## config.mk

```make
export PLATFORM = sky130hd
export DESIGN_NAME = stream_merge_arbiter
export DESIGN_NICKNAME = d
export VERILOG_FILES = /design/src/rtl/stream_merge_pkg.sv /design/src/rtl/rr_pick.sv /design/src/rtl/stream_merge_arbiter.sv
export SDC_FILE = /design/constraint.sdc
export NUM_CORES = 1
export LEC_CHECK = 0
export CAP_MARGIN = 20
export CORE_MARGIN = 4
export CORE_UTILIZATION = 42
export DETAILED_ROUTE_END_ITERATION = 16
export PLACE_DENSITY = 0.79
export SLEW_MARGIN = 20
export SYNTH_ARGS = -nofsm -noshare
export SYNTH_HDL_FRONTEND = slang
export SYNTH_HIERARCHICAL = 1
export SYNTH_SLANG_ARGS = --single-unit
```

## constraint.sdc

```tcl
create_clock -name clk -period 3.1 [get_ports clk]
set_clock_uncertainty 0.2 [all_clocks]
set_input_delay 0.93 -clock clk [delete_from_list [all_inputs] [get_ports clk]]
set_output_delay 0.93 -clock clk [all_outputs]
set_load 0.005 [all_outputs]
```

## src/rtl/stream_merge_pkg.sv

```systemverilog
// rtl/stream_merge_pkg.sv - shared types and constants for the stream merge arbiter
// Purpose: arbiter FSM state encoding, tag width helper, word counter width.
// Ports: none (package).
package stream_merge_pkg;

   typedef enum logic [1:0] {
      IDLE = 2'd0,
      ACK  = 2'd1,
      SEND = 2'd2
   } state_t;

   localparam int WORD_COUNT_W = 32;

   // Ceiling log2 of the channel count, never less than one bit so a
   // single-channel build still has a legal tag field.
   function automatic int tag_width(input int n);
      int w;
      w = 1;
      while ((1 << w) < n) w++;
      return w;
   endfunction

endpackage

```

## src/rtl/rr_pick.sv

```systemverilog
// rtl/rr_pick.sv - combinational round-robin request picker
// Purpose: choose the first requesting channel at or above ptr, wrapping modulo N_CH.
// Ports: req (per-channel request bits), ptr (search start index),
//        grant (chosen channel index), valid (any request present).
module rr_pick
   import stream_merge_pkg::*;
#(
   parameter int N_CH  = 4,
   parameter int TAG_W = tag_width(N_CH)
) (
   input  logic [N_CH-1:0]  req,
   input  logic [TAG_W-1:0] ptr,
   output logic [TAG_W-1:0] grant,
   output logic             valid
);

   logic [N_CH-1:0]  rot;
   logic [TAG_W-1:0] idx;
   int               ofs;

   always_comb begin
      rot   = '0;
      idx   = '0;
      ofs   = 0;
      valid = |req;
      // Rotate so that bit 0 of rot is the channel at ptr.
      for (int i = 0; i < N_CH; i++) begin
         idx    = TAG_W'((int'(ptr) + i) % N_CH);
         rot[i] = req[idx];
      end
      // Lowest set bit of the rotated vector is the winner's offset from ptr.
      for (int i = N_CH - 1; i >= 0; i--) begin
         if (rot[i]) ofs = i;
      end
      // Undo the rotation to get the absolute channel index.
      grant = TAG_W'((int'(ptr) + ofs) % N_CH);
   end

endmodule

```

## src/rtl/stream_merge_arbiter.sv

```systemverilog
// rtl/stream_merge_arbiter.sv - round-robin merge of N_CH stb/ack streams into one tagged stream
// Purpose: grant one producer at a time, capture its word, present it tagged to a shared
//          sink; also aggregate per-process exception flags.
// Ports: clk, rst (sync, active-high); in_data/in_stb/in_ack per-channel input streams;
//        out_data/out_tag/out_stb/out_ack merged output stream; exception_in, exception,
//        exc_sticky, exc_src, exc_clr exception aggregation; word_count delivered words.
module stream_merge_arbiter
   import stream_merge_pkg::*;
#(
   parameter int N_CH   = 4,
   parameter int DATA_W = 32,
   parameter int TAG_W  = tag_width(N_CH)
) (
   input  logic                     clk,
   input  logic                     rst,
   input  logic [N_CH*DATA_W-1:0]   in_data,
   input  logic [N_CH-1:0]          in_stb,
   output logic [N_CH-1:0]          in_ack,
   output logic [DATA_W-1:0]        out_data,
   output logic [TAG_W-1:0]         out_tag,
   output logic                     out_stb,
   input  logic                     out_ack,
   input  logic [N_CH-1:0]          exception_in,
   output logic                     exception,
   output logic                     exc_sticky,
   output logic [TAG_W-1:0]         exc_src,
   input  logic                     exc_clr,
   output logic [WORD_COUNT_W-1:0]  word_count
);

   state_t                  state, state_n;
   logic [TAG_W-1:0]        grant_q, grant_n;
   logic [TAG_W-1:0]        rr_ptr, rr_ptr_n;
   logic [N_CH-1:0]         ack_n;
   logic                    stb_n;
   logic [DATA_W-1:0]       data_n;
   logic [TAG_W-1:0]        tag_n;
   logic [WORD_COUNT_W-1:0] count_n;
   logic [TAG_W-1:0]        pick_grant;
   logic                    pick_valid;
   logic                    sel_stb;
   logic [DATA_W-1:0]       sel_data;
   logic                    exc_hit;
   logic [TAG_W-1:0]        exc_low;

   rr_pick #(.N_CH(N_CH), .TAG_W(TAG_W)) u_pick (
      .req   (in_stb),
      .ptr   (rr_ptr),
      .grant (pick_grant),
      .valid (pick_valid)
   );

   always_comb begin
      state_n  = state;
      grant_n  = grant_q;
      rr_ptr_n = rr_ptr;
      ack_n    = '0;
      stb_n    = 1'b0;
      data_n   = out_data;
      tag_n    = out_tag;
      count_n  = word_count;
      sel_stb  = 1'b0;
      sel_data = '0;

      // Mux of the granted channel's strobe and data.
      for (int i = 0; i < N_CH; i++) begin
         if (grant_q == TAG_W'(i)) begin
            sel_stb  = in_stb[i];
            sel_data = in_data[i*DATA_W +: DATA_W];
         end
      end

      case (state)
         IDLE: begin
            if (pick_valid) begin
               grant_n = pick_grant;
               for (int i = 0; i < N_CH; i++) begin
                  if (pick_grant == TAG_W'(i)) ack_n[i] = 1'b1;
               end
               state_n = ACK;
            end
         end
         ACK: begin
            // in_ack is high this cycle, so a held strobe completes the input transfer.
            if (sel_stb) begin
               data_n  = sel_data;
               tag_n   = grant_q;
               stb_n   = 1'b1;
               state_n = SEND;
            end else begin
               // Producer withdrew: nothing captured, fairness pointer untouched.
               state_n = IDLE;
            end
         end
         SEND: begin
            if (out_ack) begin
               count_n  = word_count + WORD_COUNT_W'(1);
               rr_ptr_n = (int'(grant_q) == N_CH - 1) ? '0 : grant_q + TAG_W'(1);
               state_n  = IDLE;
            end else begin
               stb_n = 1'b1;
            end
         end
         default: state_n = IDLE;
      endcase
   end

   always_ff @(posedge clk) begin
      if (rst) begin
         state      <= IDLE;
         grant_q    <= '0;
         rr_ptr     <= '0;
         in_ack     <= '0;
         out_stb    <= 1'b0;
         out_data   <= '0;
         out_tag    <= '0;
         word_count <= '0;
      end else begin
         state      <= state_n;
         grant_q    <= grant_n;
         rr_ptr     <= rr_ptr_n;
         in_ack     <= ack_n;
         out_stb    <= stb_n;
         out_data   <= data_n;
         out_tag    <= tag_n;
         word_count <= count_n;
      end
   end

   always_comb begin
      exc_hit = |exception_in;
      exc_low = '0;
      for (int i = N_CH - 1; i >= 0; i--) begin
         if (exception_in[i]) exc_low = TAG_W'(i);
      end
   end

   // A live exception beats a clear on the same edge and reloads the source index.
   always_ff @(posedge clk) begin
      if (rst) begin
         exc_sticky <= 1'b0;
         exc_src    <= '0;
      end else if (exc_hit && (!exc_sticky || exc_clr)) begin
         exc_sticky <= 1'b1;
         exc_src    <= exc_low;
      end else if (exc_clr) begin
         exc_sticky <= 1'b0;
         exc_src    <= '0;
      end
   end

   assign exception = exc_hit | exc_sticky;

endmodule

```

==> impl_metrics.tcl, run 1 <==
set metrics [dict create \
    worst-path-buf-inv 2 \
    r2r_start "grant_q[0]$_SDFFE_PP0P_" \
    drc 0 \
    critPathCaptureType "primary output" \
    grt_pass1_wl_um 24900 \
    fmax_ghz 0.331 \
    synth_edf_count 0 \
    min_from "out_tag[1]$_SDFFE_PP0P_" \
    rsz0062_at_grt "no" \
    vias 5194 \
    synthFlopType "dfxtp_1" \
    synth_cell_type_count 53 \
    syn-instance-count 550 \
    fillers 886 \
    yosysWarnings 6 \
    path_cells "clkdlybuf4s50_1, nor4_4, nand2b_1, buf_2" \
    ios 215 \
    cp_max_fo 2 \
    r2r_cells 7 \
    required_ns 1.97 \
    area_growth_pct 57.8 \
    die_w_um 114 \
    cts_tree "done" \
    cp_top_family "buffers and inverters" \
    vdd_drop_max_mv 0.236 \
    p_total_mw 3.22 \
    finalWirelength_um 16000 \
    status "finished, final reports clean" \
    n_antenna_cell 0 \
    antenna_found_initial 0 \
    synth_nets 699 \
    cp-start-kind "input pin" \
    final_cell_mix "clkdlybuf4s50_1, dfxtp_1, nand2_1" \
    core_um2 10900 \
    grt_max_degree 51 \
    die-area_um2 13000 \
    multi_input_area_um2 2760 \
    start_util_pct 43.1 \
    hold_viol_final 0 \
    hpwl_um 11900 \
    final_common_cell "clkdlybuf4s50_1" \
    power_frac_comb_pct 27.6 \
    antenna_left 0 \
    pwr-share-seq_pct 35.1 \
    grt_use_total_pct 23.6 \
    num-nets-final 907 \
    path_clk_slew_ns 0.06 \
    die_h_um 114 \
    drt_iter0_drc 260 \
    postSynthRegisterBits 80 \
    worstMarginPinSlew_ns 0.667 \
    io_buffer_count 214 \
    slowest_stage "clkdlybuf4s50_1" \
    syn_area_per_cell_um2 8.58 \
    setup_viol 0 \
    vias_per_cell 5.76 \
    rrSetupSlack_ns 0.54 \
    core.rowCount 38 \
    routabilityCongestion 0.915 \
    fin_crit_ns 3.02 \
    switching_share_pct 26.0 \
    cap_violations 0 \
    cts.sinks 80 \
    crit_arrival_ns 1.89 \
    p_per_area_nw_per_um2 433 \
    yosysSeqAreaShare_pct 33.9 \
    p_leak_nw 2.73 \
    slew_violations 0 \
    clkLatencyLatePin_ns 0.33 \
    post-route-worst-setup-slack_ns 0.0795 \
    p_sw_uw 837 \
    crit-reg2reg-capture "out_data[28]$_SDFFE_PP0P_" \
    hold_class "flop to flop" \
    max_slew_margin_pct 55.4 \
    seq_area_um2 1600 \
    cts_buffers 9 \
    intPower_mw 2.38 \
    layout-drive-gt1-share_pct 11.9 \
    clockRootBuffer "clkbuf_16" \
    dr.pass1.iters 5 \
    grt_pass1_vias 5090 \
    worstHoldPathCells 2 \
    async_reset_ff_share_pct 0 \
    dp_slack_ns -0.362 \
    p_clk_share_pct 37.3 \
    cts_max_level 3 \
    mappedNetlistArea_um2 4720 \
    wl_per_cell_um 17.7 \
    clockBufferDepth 2 \
    hold_end "out_tag[1]$_SDFFE_PP0P_" \
    grt_overflow_total 0 \
    max_stage_delay_ns 0.50 \
    crit_type "input pin to primary output" \
    timing.final.crit_share_pct 97.4 \
]
[repair_timing]
action                     CTS  global route
resized for setup            5             6
hold buffers                 0             0
pin swaps                    1             1
setup endpoints to repair    1             3
buffers inserted             5             1
[metrics by stage]
| step | utilization, % | cell area, um^2 | TNS [ns] | hold WS [ns] | instances |
|---|---|---|---|---|---|
| after floorplan | - | 4720 | 0 | 0.233 | 550 |
| after global placement | 64.3 | 7030 | -0.278 | 0.261 | 881 |
| after detailed placement | 64.3 | 7030 | -0.769 | 0.291 | 881 |
| after CTS | 67.7 | 7410 | 0 | 0.300 | 901 |
| after global routing | 68.1 | 7440 | 0 | 0.330 | 902 |
| final | 68.1 | 7440 | 0 | 0.300 | 902 |
[worst max path at each step]
stage,from,end,slack (ns),cells past startpoint
after floorplan,exception_in[0],exception,0.57,2
after global placement,exception_in[0],exception,-0.28,4
after detailed placement,exception_in[0],exception,-0.36,4
after CTS,exception_in[3],exception,0.03,4
after global routing,in_stb[2],in_ack[0]$_SDFF_PP0_,0.02,9
final,exception_in[3],exception,0.08,4
[Yosys cell counts (3+ instances only)]
cell type	instances	area, um^2
ha_1	9	113
or4_1	14	105
buf_6	4	45.0
or3_1	3	18.8
buf_2	14	70.1
nand3_1	18	90.1
a211o_1	32	280
nand4_1	7	43.8
and3_1	7	43.8
a21oi_1	35	175
and4_1	4	35.0
clkbuf_1	23	86.3
nand2_1	53	199
a221oi_1	31	272
nor3_1	37	185
dfxtp_1	80	1600
o21ai_0	8	40.0
inv_1	43	161
buf_1	5	18.8
a311oi_1	6	52.6
nand2b_1	4	25.0
xnor2_1	5	43.8
nor4_1	3	18.8
xor2_1	9	78.8
o31ai_1	14	105
nor2_1	19	71.3
nor2b_1	8	50.1
a311oi_2	26	390
[kinds of logic (layout without fill, tap and decap cells)]
group	count (synthesis)	count (layout)	share of synthesized area, %
xor+xnor	14	14	2.60
flops	80	80	33.9
buf+inv	91	303	8.41
fa+ha+maj	9	9	2.39
mux	2	2	0.557
simple gates	189	189	21.5
compound gates	165	165	30.7
[layout make-up]
class	count	share of cell area (%)
Clock inverter	5	1.43
Clock buffer	10	3.08
Sequential cell	80	21.5
Multi-Input combinational cell	379	37.1
Inverter	43	2.17
Timing Repair Buffer	245	32.4
Tap cell	140	2.35
[power by group through the flow]
stage	combinational [mW]	sequential, mW	clock (mW)
after global routing	0.954	1.14	1.26
after CTS	0.884	1.13	1.23
after floorplan	0.449	1.15	0
after global placement	0.861	1.15	0
final	0.888	1.13	1.20
after detailed placement	0.874	1.15	0
[state kept, by name (all words and copies together), names as in the netlist]
| name | count |
|---|---|
| out_data | 32 |
| word_count | 32 |
| rr_ptr | 2 |
| grant_q | 2 |
| exc_src | 2 |
| out_stb | 1 |
| exc_sticky | 1 |
| in_ack | 4 |
| state | 2 |
| out_tag | 2 |
[tightest hold or removal path: stages (launching register included)]
cell	delay (ns)
dfxtp_1	0.32
nand3_1	0.07
a21oi_1	0.06
[per-layer routing]
| metal | track usage, % | part of all wire (%) |
|---|---|---|
| met5 | 0 | 0 |
| met4 | 10.1 | 2.7 |
| met3 | 4.83 | 7.1 |
| met2 | 42.2 | 51 |
| met1 | 27.1 | 39 |
Power figures use the tool's default switching activity.
==> run 2: changes to the inputs <==
- CORE_MARGIN: 4 -> not set
==> run 2 against run 1 <==
Effect of this change: largest power group is now registers; global-route usage grew 2.3 points; critical endpoint unchanged; power shrank 11%; highest routed layer unchanged; first-iteration DRC count shrank 4.6%; sequential power is essentially flat; cell count shrank 0.67%.
==> impl_metrics.tcl, run 2 (synthesis results as in run 1) <==
set metrics [dict create \
    clockBufferDepth 2 \
    p_leak_nw 2.62 \
    clkLatencyLatePin_ns 0.35 \
    drc 0 \
    slowest_stage "nor4_4" \
    fin_crit_ns 3.03 \
    cts_tree "done" \
    antenna_found_initial 0 \
    routabilityCongestion 0.873 \
    die_w_um 108 \
    core.rowCount 38 \
    setup_viol 0 \
    hold_class "flop to flop" \
    critPathCaptureType "primary output" \
    rsz0062_at_grt "no" \
    path_cells "dlygate4sd2_1, nor4_4, nand2b_1, dlygate4sd2_1" \
    grt_overflow_total 0 \
    cpMostUsedCell "dlygate4sd2_1" \
    io_buffer_count 214 \
    dp_cells 879 \
    p_per_area_nw_per_um2 394 \
    die_h_um 108 \
    cp_top_family "buffers and inverters" \
    grt_pass1_vias 4759 \
    grt_pass1_wl_um 23500 \
    layout-drive-gt1-share_pct 11.0 \
    timing.final.crit_share_pct 97.6 \
    p_clk_share_pct 29.9 \
    whs_ns 0.285 \
    place_area_um2 7020 \
    vias_per_cell 5.74 \
    p_sw_uw 793 \
    max_slew_margin_pct 56.0 \
    final_cell_mix "clkdlybuf4s50_1, dfxtp_1, nand2_1" \
    cts.sinks 80 \
    status "finished, final reports clean" \
    vias 5146 \
    die-area_um2 11700 \
    cts_max_level 3 \
    slew_violations 0 \
    worst-path-buf-inv 2 \
    reg.largest.list "out_data (32), word_count (32), in_ack (4)" \
    vdd_drop_max_mv 0.215 \
    hold_viol_final 0 \
    path_clk_slew_ns 0.08 \
    area_growth_pct 53.9 \
    num-nets-final 900 \
    crit_type "input pin to primary output" \
    worstMarginPinSlew_ns 0.660 \
    cp_max_fo 2 \
    cp-start-kind "input pin" \
    crit_arrival_ns 1.90 \
    drt_iter0_drc 248 \
    grt_use_total_pct 25.9 \
    finalWirelength_um 15200 \
    cts_buffers 9 \
    max_stage_delay_ns 0.32 \
    power_frac_comb_pct 30.6 \
    wl_per_cell_um 17.0 \
    core_um2 10900 \
    fmax_ghz 0.330 \
    required_ns 1.97 \
    antenna_left 0 \
    p_total_mw 2.86 \
    cap_violations 0 \
    dr.pass1.iters 4 \
    hpwl_um 11400 \
    hold_buffers 0 \
    final_common_cell "clkdlybuf4s50_1" \
    clockRootBuffer "clkbuf_8" \
    ios 215 \
    postLayoutCellArea_um2 7260 \
    grt_max_degree 65 \
    pwr-share-seq_pct 39.6 \
    instances_no_fill 896 \
    intPower_mw 2.07 \
    start_util_pct 43.3 \
    switching_share_pct 27.7 \
    n_antenna_cell 0 \
]
## run 2: cell count changes in the layout (fill, tap and decap cells not counted), sizes merged
cell / before / now
clkinvlp: 1 / 2
bufinv: 3 / 2
dlygate4sd2: 0 / 5
clkdlybuf4s50: 209 / 208
dlymetal6s2s: 3 / 0
buf: 33 / 25
clkbuf: 10 / 11
## run 2: routing by layer
| layer | GRT usage, % | part of all wire (%) |
|---|---|---|
| met5 | 0 | 0 |
| met4 | 11.3 | 2.7 |
| met3 | 5.18 | 6.8 |
| met2 | 45.2 | 52 |
| met1 | 30.6 | 38 |
## run 2: area by class of cell
cell class	count	area, um^2
inverters	43	161
fillers	893	3620
multi-input cells	379	2750
clock buffers	11	141
clock inverters	5	80.1
well taps	140	175
flip-flops and latches	80	1600
repair buffers	238	2350
## run 2: power groups by stage
stage	registers, mW	clock network [mW]	logic, mW
after floorplan	1.15	0	0.449
final	1.13	0.854	0.874
after CTS	1.13	0.873	0.874
after global routing	1.14	0.924	0.941
after global placement	1.15	0	0.855
after detailed placement	1.15	0	0.869
## run 2: repair_timing
| item | CTS | global route |
|---|---|---|
| gates resized for setup | 7 | 1 |
| gates cloned | 0 | 0 |
| pin swaps | 1 | 0 |
| setup endpoints to repair | 1 | 1 |
| setup buffers | 1 | 0 |
## run 2: worst paths after layout
kind,from,end,slack (ns),depth (start not counted)
hold / removal,out_tag[0]$_SDFFE_PP0P_,out_tag[0]$_SDFFE_PP0P_,0.28,2
hold reg to reg,out_tag[0]$_SDFFE_PP0P_,out_tag[0]$_SDFFE_PP0P_,0.28,2
setup reg to reg,grant_q[0]$_SDFFE_PP0P_,out_data[22]$_SDFFE_PP0P_,0.64,6
setup / recovery,exception_in[3],exception,0.07,4
## run 2: worst min-delay path: stages, from the launching register on
cell and delay [ns]:
dfxtp_1 0.33, nand3_1 0.06, a21oi_1 0.06
## run 2: per-stage QoR
stage / setup TNS [ns] / utilization [%] / setup WS (ns)
after floorplan: 0 / - / 0.568
after global routing: 0 / 66.7 / 0.0493
final: 0 / 66.7 / 0.0729
after global placement: -0.287 / 64.5 / -0.272
after CTS: 0 / 66.6 / 0.115
after detailed placement: -0.635 / 64.5 / -0.377
